**config.mk**
```make
export PLATFORM = sky130hd
export DESIGN_NAME = decode_stage_pipelined
export DESIGN_NICKNAME = d
export VERILOG_FILES = /design/src/rtl/decode_stage_pipelined.sv
export SDC_FILE = /design/constraint.sdc
export NUM_CORES = 2
export LEC_CHECK = 0
export BUFFER_PORTS_ARGS = -buffer_cell sky130_fd_sc_hd__buf_2
export CAP_MARGIN = 20
export CORE_ASPECT_RATIO = 1.4
export CORE_MARGIN = 10
export CORE_UTILIZATION = 45
export DETAILED_ROUTE_END_ITERATION = 16
export MAX_ROUTING_LAYER = met4
export PLACE_DENSITY = 0.73
export SLEW_MARGIN = 20
export SYNTH_ARGS = -nofsm -noshare
export SYNTH_HDL_FRONTEND = slang
export SYNTH_SLANG_ARGS = --single-unit
```
**constraint.sdc**
```tcl
create_clock -name Clk -period 5.9 [get_ports Clk]
set_input_delay 1.18 -clock Clk [delete_from_list [all_inputs] [get_ports Clk]]
set_output_delay 1.18 -clock Clk [all_outputs]
set_load 0.03 [all_outputs]
```
**src/rtl/decode_stage_pipelined.sv**
```systemverilog
// -----------------------------------------------------------------------------
// decode_stage_pipelined
//
// Instruction-decode stage sitting between the IF/ID register and execute.
// Contains the register file, two-level operand forwarding (EX/MEM result,
// then same-cycle writeback bypass), branch resolution in ID, a load-use
// interlock of LOAD_USE_STALL cycles and the ID/EX pipeline register.
// Both sides use valid/ready handshakes.
//
// Ports
//   Clk, Reset                  clock (rising edge), asynchronous active-low reset
//   InValid / InReady           upstream handshake (instruction held in IF/ID)
//   Instruction, PCResult       instruction word and its PC
//   CtrlIn                      Controller control word, passed through
//   IsBranch, BrCond            conditional branch flag and condition code
//   Flush                       discard the instruction currently in ID
//   ExMemRead, ExRd             load in EX and its destination (interlock)
//   ExFwdValid/Reg/Data         EX/MEM forwarding source
//   WbWrite/Reg/Data            register file write port
//   OutReady / OutValid         downstream handshake (ID/EX register)
//   OutData1/2, OutImm, OutPC   registered operands, extended immediate, PC
//   OutRs, OutRt, OutRd         registered register fields
//   OutCtrl                     registered control word (0 on bubbles)
//   BranchTaken, BranchAddress  combinational redirect request and target
//
// Optional build macro DECODE_DEBUG_EN adds:
//   v0, v1        register 2 / 3 contents with writeback bypass applied
//   StallCycles   saturating count of cycles in which the stage stalled
// -----------------------------------------------------------------------------
module decode_stage_pipelined #(
  parameter int XLEN           = 32,
  parameter int REG_COUNT      = 32,
  parameter int CTRL_WIDTH     = 20,
  parameter int LOAD_USE_STALL = 1,
  localparam int RIW           = $clog2(REG_COUNT)
) (
  input  logic                  Clk,
  input  logic                  Reset,
  input  logic                  InValid,
  output logic                  InReady,
  input  logic [31:0]           Instruction,
  input  logic [XLEN-1:0]       PCResult,
  input  logic [CTRL_WIDTH-1:0] CtrlIn,
  input  logic                  IsBranch,
  input  logic [2:0]            BrCond,
  input  logic                  Flush,
  input  logic                  ExMemRead,
  input  logic [RIW-1:0]        ExRd,
  input  logic                  ExFwdValid,
  input  logic [RIW-1:0]        ExFwdReg,
  input  logic [XLEN-1:0]       ExFwdData,
  input  logic                  WbWrite,
  input  logic [RIW-1:0]        WbReg,
  input  logic [XLEN-1:0]       WbData,
  input  logic                  OutReady,
  output logic                  OutValid,
  output logic [XLEN-1:0]       OutData1,
  output logic [XLEN-1:0]       OutData2,
  output logic [XLEN-1:0]       OutImm,
  output logic [XLEN-1:0]       OutPC,
  output logic [RIW-1:0]        OutRs,
  output logic [RIW-1:0]        OutRt,
  output logic [RIW-1:0]        OutRd,
  output logic [CTRL_WIDTH-1:0] OutCtrl,
`ifdef DECODE_DEBUG_EN
  output logic [XLEN-1:0]       v0,
  output logic [XLEN-1:0]       v1,
  output logic [31:0]           StallCycles,
`endif
  output logic                  BranchTaken,
  output logic [XLEN-1:0]       BranchAddress
);

  // Register indices are compared at the wider of the 5-bit instruction
  // field and the parameterised index width so neither side is truncated.
  localparam int FW   = (RIW > 5) ? RIW : 5;
  localparam int CNTW = $clog2(LOAD_USE_STALL + 1);

  // ---------------------------------------------------------------------------
  // Field extraction
  // ---------------------------------------------------------------------------
  logic [5:0]    opcode;
  logic [FW-1:0] rs_idx;
  logic [FW-1:0] rt_idx;
  logic [FW-1:0] ex_rd_idx;
  logic [FW-1:0] ex_fwd_idx;
  logic [FW-1:0] wb_idx;

  assign opcode     = Instruction[31:26];
  assign rs_idx     = FW'(Instruction[25:21]);
  assign rt_idx     = FW'(Instruction[20:16]);
  assign ex_rd_idx  = FW'(ExRd);
  assign ex_fwd_idx = FW'(ExFwdReg);
  assign wb_idx     = FW'(WbReg);

  // ---------------------------------------------------------------------------
  // Register file. Cleared by reset, so it is built from flops rather than
  // block RAM. Entry 0 is never written and is additionally masked on read.
  // ---------------------------------------------------------------------------
  logic [XLEN-1:0] regs [REG_COUNT];
  logic            wb_en;

  assign wb_en = WbWrite && (wb_idx != '0) &&
                 ({1'b0, wb_idx} < (FW+1)'(REG_COUNT));

  always_ff @(posedge Clk or negedge Reset) begin
    if (!Reset) begin
      for (int i = 0; i < REG_COUNT; i++) begin
        regs[i] <= '0;
      end
    end else if (wb_en) begin
      regs[WbReg] <= WbData;
    end
  end

  // Raw register-file reads; out-of-range and r0 read as zero.
  logic [XLEN-1:0] rf_rs;
  logic [XLEN-1:0] rf_rt;

  always_comb begin
    rf_rs = '0;
    rf_rt = '0;
    if (rs_idx != '0 && ({1'b0, rs_idx} < (FW+1)'(REG_COUNT))) begin
      rf_rs = regs[rs_idx[RIW-1:0]];
    end
    if (rt_idx != '0 && ({1'b0, rt_idx} < (FW+1)'(REG_COUNT))) begin
      rf_rt = regs[rt_idx[RIW-1:0]];
    end
  end

  // ---------------------------------------------------------------------------
  // Operand forwarding: EX/MEM result has priority over the writeback bypass,
  // which in turn beats the stored value. r0 is never forwarded.
  // ---------------------------------------------------------------------------
  logic [XLEN-1:0] op_a;
  logic [XLEN-1:0] op_b;

  always_comb begin
    op_a = rf_rs;
    if (ExFwdValid && ex_fwd_idx == rs_idx && rs_idx != '0) begin
      op_a = ExFwdData;
    end else if (WbWrite && wb_idx == rs_idx && rs_idx != '0) begin
      op_a = WbData;
    end

    op_b = rf_rt;
    if (ExFwdValid && ex_fwd_idx == rt_idx && rt_idx != '0) begin
      op_b = ExFwdData;
    end else if (WbWrite && wb_idx == rt_idx && rt_idx != '0) begin
      op_b = WbData;
    end
  end

  // ---------------------------------------------------------------------------
  // Immediate: logical-immediate opcodes (andi/ori/xori) zero-extend.
  // ---------------------------------------------------------------------------
  logic            zero_ext;
  logic [XLEN-1:0] imm_ext;

  assign zero_ext = (opcode == 6'h0C) || (opcode == 6'h0D) || (opcode == 6'h0E);
  assign imm_ext  = zero_ext ? XLEN'(Instruction[15:0])
                             : {{(XLEN-16){Instruction[15]}}, Instruction[15:0]};

  // ---------------------------------------------------------------------------
  // Branch resolution on the forwarded operands.
  // ---------------------------------------------------------------------------
  logic a_neg;
  logic a_zero;
  logic br_cond;

  assign a_neg  = op_a[XLEN-1];
  assign a_zero = (op_a == '0);

  always_comb begin
    br_cond = 1'b0;
    case (BrCond)
      3'b000:  br_cond = (op_a == op_b);        // beq
      3'b001:  br_cond = (op_a != op_b);        // bne
      3'b010:  br_cond = !a_neg;                // bgez
      3'b011:  br_cond = !a_neg && !a_zero;     // bgtz
      3'b100:  br_cond = a_neg || a_zero;       // blez
      3'b101:  br_cond = a_neg;                 // bltz
      default: br_cond = 1'b0;
    endcase
  end

  assign BranchAddress = PCResult + XLEN'(4) + (imm_ext << 2);

  // ---------------------------------------------------------------------------
  // Load-use interlock. cnt holds the remaining stall cycles after the one in
  // which the hazard is first seen, so a hazard costs LOAD_USE_STALL cycles.
  // Flush wins over everything: the instruction is being discarded, so there
  // is nothing left to wait for.
  // ---------------------------------------------------------------------------
  logic [CNTW-1:0] cnt_reg;
  logic [CNTW-1:0] cnt_next;
  logic            hazard_new;
  logic            stall;

  assign hazard_new = InValid && ExMemRead && (ex_rd_idx != '0) &&
                      ((ex_rd_idx == rs_idx) || (ex_rd_idx == rt_idx)) &&
                      (cnt_reg == '0);
  assign stall      = (hazard_new || (cnt_reg != '0)) && !Flush;

  always_comb begin
    cnt_next = cnt_reg;
    if (Flush) begin
      cnt_next = '0;
    end else if (hazard_new) begin
      cnt_next = CNTW'(LOAD_USE_STALL - 1);
    end else if (cnt_reg != '0) begin
      cnt_next = cnt_reg - 1'b1;
    end
  end

  always_ff @(posedge Clk or negedge Reset) begin
    if (!Reset) begin
      cnt_reg <= '0;
    end else begin
      cnt_reg <= cnt_next;
    end
  end

  // ---------------------------------------------------------------------------
  // Handshake and redirect
  // ---------------------------------------------------------------------------
  logic out_valid_reg;
  logic idex_load;
  logic id_valid;

  assign idex_load   = OutReady || !out_valid_reg;
  assign InReady     = !stall && idex_load;
  assign id_valid    = InValid && !stall && !Flush;
  assign BranchTaken = InValid && IsBranch && br_cond && InReady && !Flush;

  // ---------------------------------------------------------------------------
  // ID/EX pipeline register. Data fields load on every open slot; only the
  // control word is forced to zero for bubbles, OutValid qualifies the rest.
  // ---------------------------------------------------------------------------
  logic [XLEN-1:0]       out_data1_reg;
  logic [XLEN-1:0]       out_data2_reg;
  logic [XLEN-1:0]       out_imm_reg;
  logic [XLEN-1:0]       out_pc_reg;
  logic [RIW-1:0]        out_rs_reg;
  logic [RIW-1:0]        out_rt_reg;
  logic [RIW-1:0]        out_rd_reg;
  logic [CTRL_WIDTH-1:0] out_ctrl_reg;

  always_ff @(posedge Clk or negedge Reset) begin
    if (!Reset) begin
      out_valid_reg <= 1'b0;
      out_data1_reg <= '0;
      out_data2_reg <= '0;
      out_imm_reg   <= '0;
      out_pc_reg    <= '0;
      out_rs_reg    <= '0;
      out_rt_reg    <= '0;
      out_rd_reg    <= '0;
      out_ctrl_reg  <= '0;
    end else if (idex_load) begin
      out_valid_reg <= id_valid;
      out_data1_reg <= op_a;
      out_data2_reg <= op_b;
      out_imm_reg   <= imm_ext;
      out_pc_reg    <= PCResult;
      out_rs_reg    <= RIW'(Instruction[25:21]);
      out_rt_reg    <= RIW'(Instruction[20:16]);
      out_rd_reg    <= RIW'(Instruction[15:11]);
      out_ctrl_reg  <= id_valid ? CtrlIn : '0;
    end
  end

  assign OutValid = out_valid_reg;
  assign OutData1 = out_data1_reg;
  assign OutData2 = out_data2_reg;
  assign OutImm   = out_imm_reg;
  assign OutPC    = out_pc_reg;
  assign OutRs    = out_rs_reg;
  assign OutRt    = out_rt_reg;
  assign OutRd    = out_rd_reg;
  assign OutCtrl  = out_ctrl_reg;

`ifdef DECODE_DEBUG_EN
  // ---------------------------------------------------------------------------
  // Debug visibility: registers 2/3 with the writeback bypass applied, and a
  // saturating stall-cycle counter.
  // ---------------------------------------------------------------------------
  logic [31:0] stall_cycles_reg;

  assign v0 = (wb_en && wb_idx == FW'(2)) ? WbData : regs[2];
  assign v1 = (wb_en && wb_idx == FW'(3)) ? WbData : regs[3];

  always_ff @(posedge Clk or negedge Reset) begin
    if (!Reset) begin
      stall_cycles_reg <= '0;
    end else if (stall && (stall_cycles_reg != '1)) begin
      stall_cycles_reg <= stall_cycles_reg + 32'd1;
    end
  end

  assign StallCycles = stall_cycles_reg;
`endif

endmodule

```
# [After elaboration in Yosys (flattened, before gate mapping)]
# Cells that the tools add are included.
[classes] n_addsub=3 n_lt_le_gt_ge=4 n_eq_ne=16 muxes=21 bitwise_logic=4 n_reduce_logical=40
[ops] op="$bwmux 1024" count=1
[ops] op="$mux 32" count=12
[ops] op="$bmux 32 s5" count=2
[ops] op="$demux 32 s5" count=1
[ops] op="$add 32x3->32 const B" count=1
[ops] op="$add 32x32->32" count=1
[ops] op="$eq 32x32->1" count=1
[ops] op="$logic_not 32->1" count=1
[ops] op="$ne 32x32->1" count=1
[ops] op="$eq 5x5->1" count=6
[ops] op="$logic_and 1x1->1" count=23
[ops] op="$mux 20" count=1
[ops] op="$reduce_bool 5->1" count=4
[ops] op="$eq 6x4->1 const B" count=3
[ops] op="$ge 6x6->1 const B" count=3
[ops] op="$not 5->6" count=3
[ops] op="$eq 3x2->1 const B" count=2
[ops] op="$eq 3x3->1 const B" count=2
[ops] op="$logic_or 1x1->1" count=6
[ops] op="$lt 6x1->1 const B" count=1
[ops] op="$pmux 1 s6" count=1
[ops] op="$logic_not 1->1" count=5
[ops] op="$eq 3x1->1 const B" count=1
[ops] op="$logic_not 3->1" count=1
[ops] op="other kinds (3)" count=5
[totals] reg_bits=1189 input_bits=175 output_inout_bits=198 elab_cells=130

# [Longest topological paths before layout]
[depth] depth_word=14 mapped_depth=18 ltp_nobuf=16

# [Worst setup path after synthesis]
# No wires, ideal clock.
[synth_path] path_kind="input-to-output" from="in Instruction[21]" to="out BranchTaken" arrival_ps=4791 required_ps=4720 path_slack_ps=-71 path_stages=18 path_buffers=7 cell_sequence="buf_6 > buf_12 > buf_6 > buf_6 > buf_6 > buf_2 > buf_2 > mux2i_1 > o221ai_1 > a221oi_1 > nor4_1 > a221oi_1 > nand4_1 > nor4_1 > nand4b_1 > a21oi_1 > a32oi_1 > a211oi_2"
[synth_between] elab_chain_cells=14 word_cells_on_any_way=33 cone_classes="eq/ne (5); mux (7); bitwise (1); reduce/logical (20)"
[synth_rtl] item="from (decl)" line="41" text="input logic [31:0] Instruction,"
[synth_rtl] item="$not 5->6 (implied by the code)" line="124" text="rf_rs = regs[rs_idx[RIW-1:0]];"
[synth_rtl] item="$bmux 32 s5" line="124"
[synth_rtl] item="$mux 32 (implied by the code) (2 in series)" line="124"
[synth_rtl] item="$mux 32" line="123" text="if (rs_idx != '0 && ({1'b0, rs_idx} < (FW+1)'(REG_COUNT))) begin"
[synth_rtl] item="$mux 32" line="142" text="end else if (WbWrite && wb_idx == rs_idx && rs_idx != '0) begin"
[synth_rtl] item="$mux 32" line="140" text="if (ExFwdValid && ex_fwd_idx == rs_idx && rs_idx != '0) begin"
[synth_rtl] item="$logic_not 32->1" line="172" text="assign a_zero = (op_a == '0);"
[synth_rtl] item="$logic_not 1->1" line="180" text="3'b011: br_cond = !a_neg && !a_zero;"
[synth_rtl] item="$logic_and 1x1->1" line="180"
[synth_rtl] item="$pmux 1 s6" line="176" text="case (BrCond)"
[synth_rtl] item="$logic_and 1x1->1" line="234" text="assign BranchTaken = InValid && IsBranch && br_cond && InReady && !Flush;"
[synth_rtl] item="$logic_and 1x1->1 * (2 in series)" line="234"
[synth_rtl] item="to (decl)" line="70" text="output logic BranchTaken,"
# Mark *: on every way between the ends. The rest lies on a longest branch, timed or not. The select of a mux whose other input is x is not followed.

# [Worst setup path after layout]
[layout_path] from="in Instruction[18]" to="out BranchTaken"
[layout_between] elab_chain_cells=12 word_cells_on_any_way=28 cone_classes="eq/ne (5); mux (7); bitwise (1); reduce/logical (15)"
[layout_rtl] item="$not 5->6 (implied by the code)" line="127" text="rf_rt = regs[rt_idx[RIW-1:0]];"
[layout_rtl] item="$bmux 32 s5" line="127"
[layout_rtl] item="$mux 32 (implied by the code) (2 in series)" line="127"
[layout_rtl] item="$mux 32" line="126" text="if (rt_idx != '0 && ({1'b0, rt_idx} < (FW+1)'(REG_COUNT))) begin"
[layout_rtl] item="$mux 32" line="149" text="end else if (WbWrite && wb_idx == rt_idx && rt_idx != '0) begin"
[layout_rtl] item="$mux 32" line="147" text="if (ExFwdValid && ex_fwd_idx == rt_idx && rt_idx != '0) begin"
[layout_rtl] item="$ne 32x32->1 or $eq 32x32->1 (tied branches)" line="178, 177"
[layout_rtl] item="$pmux 1 s6" line="176"
[layout_rtl] item="$logic_and 1x1->1" line="234"
[layout_rtl] item="$logic_and 1x1->1 * (2 in series)" line="234"
# Marked as above.

==> metrics.csv <==
stage,metric,value,unit
clock_tree,cts_made_buffers,111,
floorplanning,pin_count,373,
route,drt-initial-drc-count,6163,
yosys,avgSynthCellArea,13.6,um2
yosys,synth_enable_flop_cells,0,
clock_tree,clk_pin_slew,70,ps
yosys,synth-compound-area-share,5.76,%
yosys,synth_xor_area_share,1.24,%
route,post_drt_wl_per_cell,34.5,um
critical_path,reg2regPathDepth,9,
sta,min_period,6320,ps
grt,grt_pass1_wl,350,mm
clock_tree,cts_tree,yes,
min_path,min_path_type,register to register,
yosys,syn_nets,4857,
yosys,muxShareOfSynthArea,37.4,%
floorplanning,core_area,139000,um2
power_and_ir_drop,combPwrFrac,25.9,%
route,ant_nets,0,
critical_path,r2r_end,OutData1[13],
sta,skew,18.7,ps
critical_path,worstSetupPathType,input pin to output port,
critical_path,startpoint,Instruction[18],
critical_path,cp.arrival,5140,ps
power_and_ir_drop,p_seq_share,42.8,%
critical_path,critPathBufInv,7,
route,vias,48900,
flow_run,cap_violations,0,
yosys,yosysUniqueCellTypes,70,
critical_path,setup.worst_path.end_class,output port,
critical_path,cp_top_family,simple AND/OR/NAND/NOR gates,
run_status,status,finished with violations,
critical_path,cp.required,4720,ps
clock_tree,cts_hold_buf,0,
yosys,synth_flop_cell,dfrtp_1,
floorplanning,initial_core_util,45.3,%
power_and_ir_drop,internal-power,17.2,mW
floorplanning,rows,162,
route,routed_via_density,6.79,
clock_tree,cts_sinks,1168,
clock_tree,clock_path_buffers,3,
yosys,async_flop_share,100,%
yosys,synthCells,4624,
yosys,synth_top_family_by_area,multiplexers,
yosys,ys_ff_latch,1168,
power_and_ir_drop,p_leak,34.5,nW
finish,layout.cells.non_filler,7201,
yosys,yosys.area_share.simple,4.38,%
sta,finalCritPeriodShare,107,%
finish,layout_commonest_cell,dfrtp_1,
floorplanning,dieWidth,336,um
finish,drive_gt1_share,52.7,%
sta,rsz0062_at_grt,yes,
route,dr.pass1.iters,6,
route,drc,0,
yosys,ys_warn_count,0,
clock_tree,root_buffer,clkbuf_16,
power_and_ir_drop,p_per_area,324,nW/um2
critical_path,crit_top_cell,buf_4,
grt,grt.overflow.total,0,
power_and_ir_drop,vdd_drop_max,0.243,mV
clock_tree,htreeDepth,3,
yosys,synthAdderAreaFrac,1.16,%
grt,track_usage,31.7,%
sta,fmax,158,MHz
floorplanning,die-area,156000,um2
sta,finalHoldViolations,0,
route,wl,249,mm
power_and_ir_drop,switching_power,7.58,mW
placed_design,place_inst,6895,
yosys,ys_seq_area_share,46.4,%
yosys,syn_area,63000,um2
sta,fin_ws,-421,ps
placed_design,io_buffers,372,
sta,worst_slew_pin_slew,1130,ps
grt,first_global_vias,49900,
finish,nNetsFinal,5505,
critical_path,crit_cells,18,
placed_design,hpwl,168,mm
power_and_ir_drop,clkPwrFrac,31.3,%
grt,antenna_found_initial,34,
sta,setup-violations-final,1,
critical_path,timing.rr.start,regs[205],
critical_path,cp-start-kind,input pin,
finish,final_util,54.9,%
critical_path,crit_path_end,BranchTaken,
sta,finalMaxSlewViolations,0,
finish,syn_to_final_growth,21.2,%
critical_path,worstPathCellList,buf_2 > buf_4 > buf_4 > xnor2_1 > nand4_1 > buf_4 > o21ai_4 > buf_8 > nor4b_1 > a211oi_2 > xor2_1 > nor4_2 > nand4_1 > nor4_2 > buf_4 > mux2i_4 > a211oi_4 > buf_6,
floorplanning,die_y,463,um
grt,grt_max_degree,146,
critical_path,r2r_setup_slack,3040,ps
placed_design,place_congestion,0.982,
sta,hold_slack,399,ps
critical_path,crit_slowest_cell,nor4b_1,
run_status,violations,setup timing,
power_and_ir_drop,switching_share,30.6,%
finish,final_cell_mix,"dfrtp_1, mux2_2, buf_4, mux4_2, buf_2",
clock_tree,clock_latency,770,ps
critical_path,worstPathMaxFanout,9,
critical_path,critPathMaxStageDelay,880,ps
sta,max-slew-margin-rel,24.4,%
==> cell usage after synthesis (9+ instances only) <==
library cell | instances | area [um2]
nand2_1 | 267 | 1000
buf_2 | 70 | 350
and2_1 | 9 | 56.3
nor2_1 | 191 | 717
buf_1 | 82 | 308
clkbuf_1 | 298 | 1120
a2111oi_0 | 11 | 96.3
mux2_2 | 1039 | 11700
buf_6 | 13 | 146
a222oi_1 | 21 | 210
a221oi_1 | 51 | 447
nor3_1 | 20 | 100
o21ai_0 | 51 | 255
a221o_1 | 24 | 240
xnor2_1 | 50 | 438
mux4_2 | 419 | 9440
buf_4 | 33 | 248
mux2i_1 | 225 | 2250
nor2b_1 | 13 | 81.3
o221ai_1 | 86 | 753
xor2_1 | 39 | 342
a22oi_1 | 30 | 225
dfrtp_1 | 1168 | 29200
nor4b_1 | 9 | 78.8
a22o_1 | 24 | 210
inv_1 | 12 | 45.0
ha_1 | 57 | 713
o22ai_1 | 14 | 87.6
nand3_1 | 17 | 85.1
nor4_1 | 26 | 163
nand4_1 | 9 | 56.3
a211oi_1 | 28 | 210
a21oi_1 | 93 | 465
==> flip-flops by register name (all words and copies together), names as in the netlist <==
register,count
OutImm,17
OutPC,32
OutRt,5
OutData1,32
OutData2,32
regs,1024
OutValid,1
OutRs,5
OutCtrl,20
==> through the flow <==
step                area (um2)  setup TNS (ps)  worst slack, ps  power [mW]
floorplan                63000               0             26.2        14.3
global route             76400            -551             -507        25.5
finish                   76400            -421             -421        24.8
detailed placement       70800           -2270            -1100        16.7
global placement         70800           -2150            -1130        16.5
CTS                      75900            -301             -301        24.6
==> layout make-up <==
class | instances | area (um2)
fillers | 11100 | 62900
multi-input cells | 2941 | 32400
flip-flops and latches | 1168 | 29200
repair buffers | 1035 | 8510
clock buffers | 166 | 3320
well taps | 1804 | 2260
clock inverters | 40 | 576
diodes | 32 | 80.1
inverters | 15 | 56.3
==> kinds of logic after synthesis <==
kind of cell | Yosys count
and+or+nand+nor | 617
xor gates and xnor gates | 89
buffers and inverters | 515
adders and majority gates | 58
muxes | 1691
AOI/OAI and AO/OA | 486
DFF | 1168
==> routing by layer <==
layer	global-route usage, %	vias up	share of wire, %
li1	-	18900	-
met1	36.2	25200	34
met2	47.0	3726	45
met3	10.2	1104	13
met4	22.3	0	8.5
met5	-	-	0
==> power groups by stage <==
stage	registers (mW)	logic, mW	clock network, mW
floorplan	10.5	3.76	0
global placement	10.5	5.93	0
detailed placement	10.7	6.07	0
CTS	10.5	6.27	7.77
global route	10.7	6.71	8.07
finish	10.6	6.42	7.74
==> worst min path at each step <==
| stage | from | end | slack, ps | cells after the start |
|---|---|---|---|---|
| CTS | regs[1009] | regs[1009] | 400 | 0 |
| detailed placement | regs[1009] | regs[1009] | 380 | 0 |
| global route | regs[1016] | regs[1016] | 410 | 0 |
| finish | regs[1009] | regs[1009] | 400 | 0 |
| floorplan | regs[994] | regs[994] | 440 | 1 |
| global placement | regs[1015] | regs[1015] | 380 | 0 |
==> repair_timing <==
| action | 4_1_cts | 5_1_grt |
|---|---|---|
| endpoints found under the setup margin | 6 | 5 |
| pin swaps | 42 | 41 |
| buffers inserted | 30 | 25 |
| resized for setup | 120 | 45 |
| gates cloned | 10 | 3 |
(Power assumes the default switching activity.)
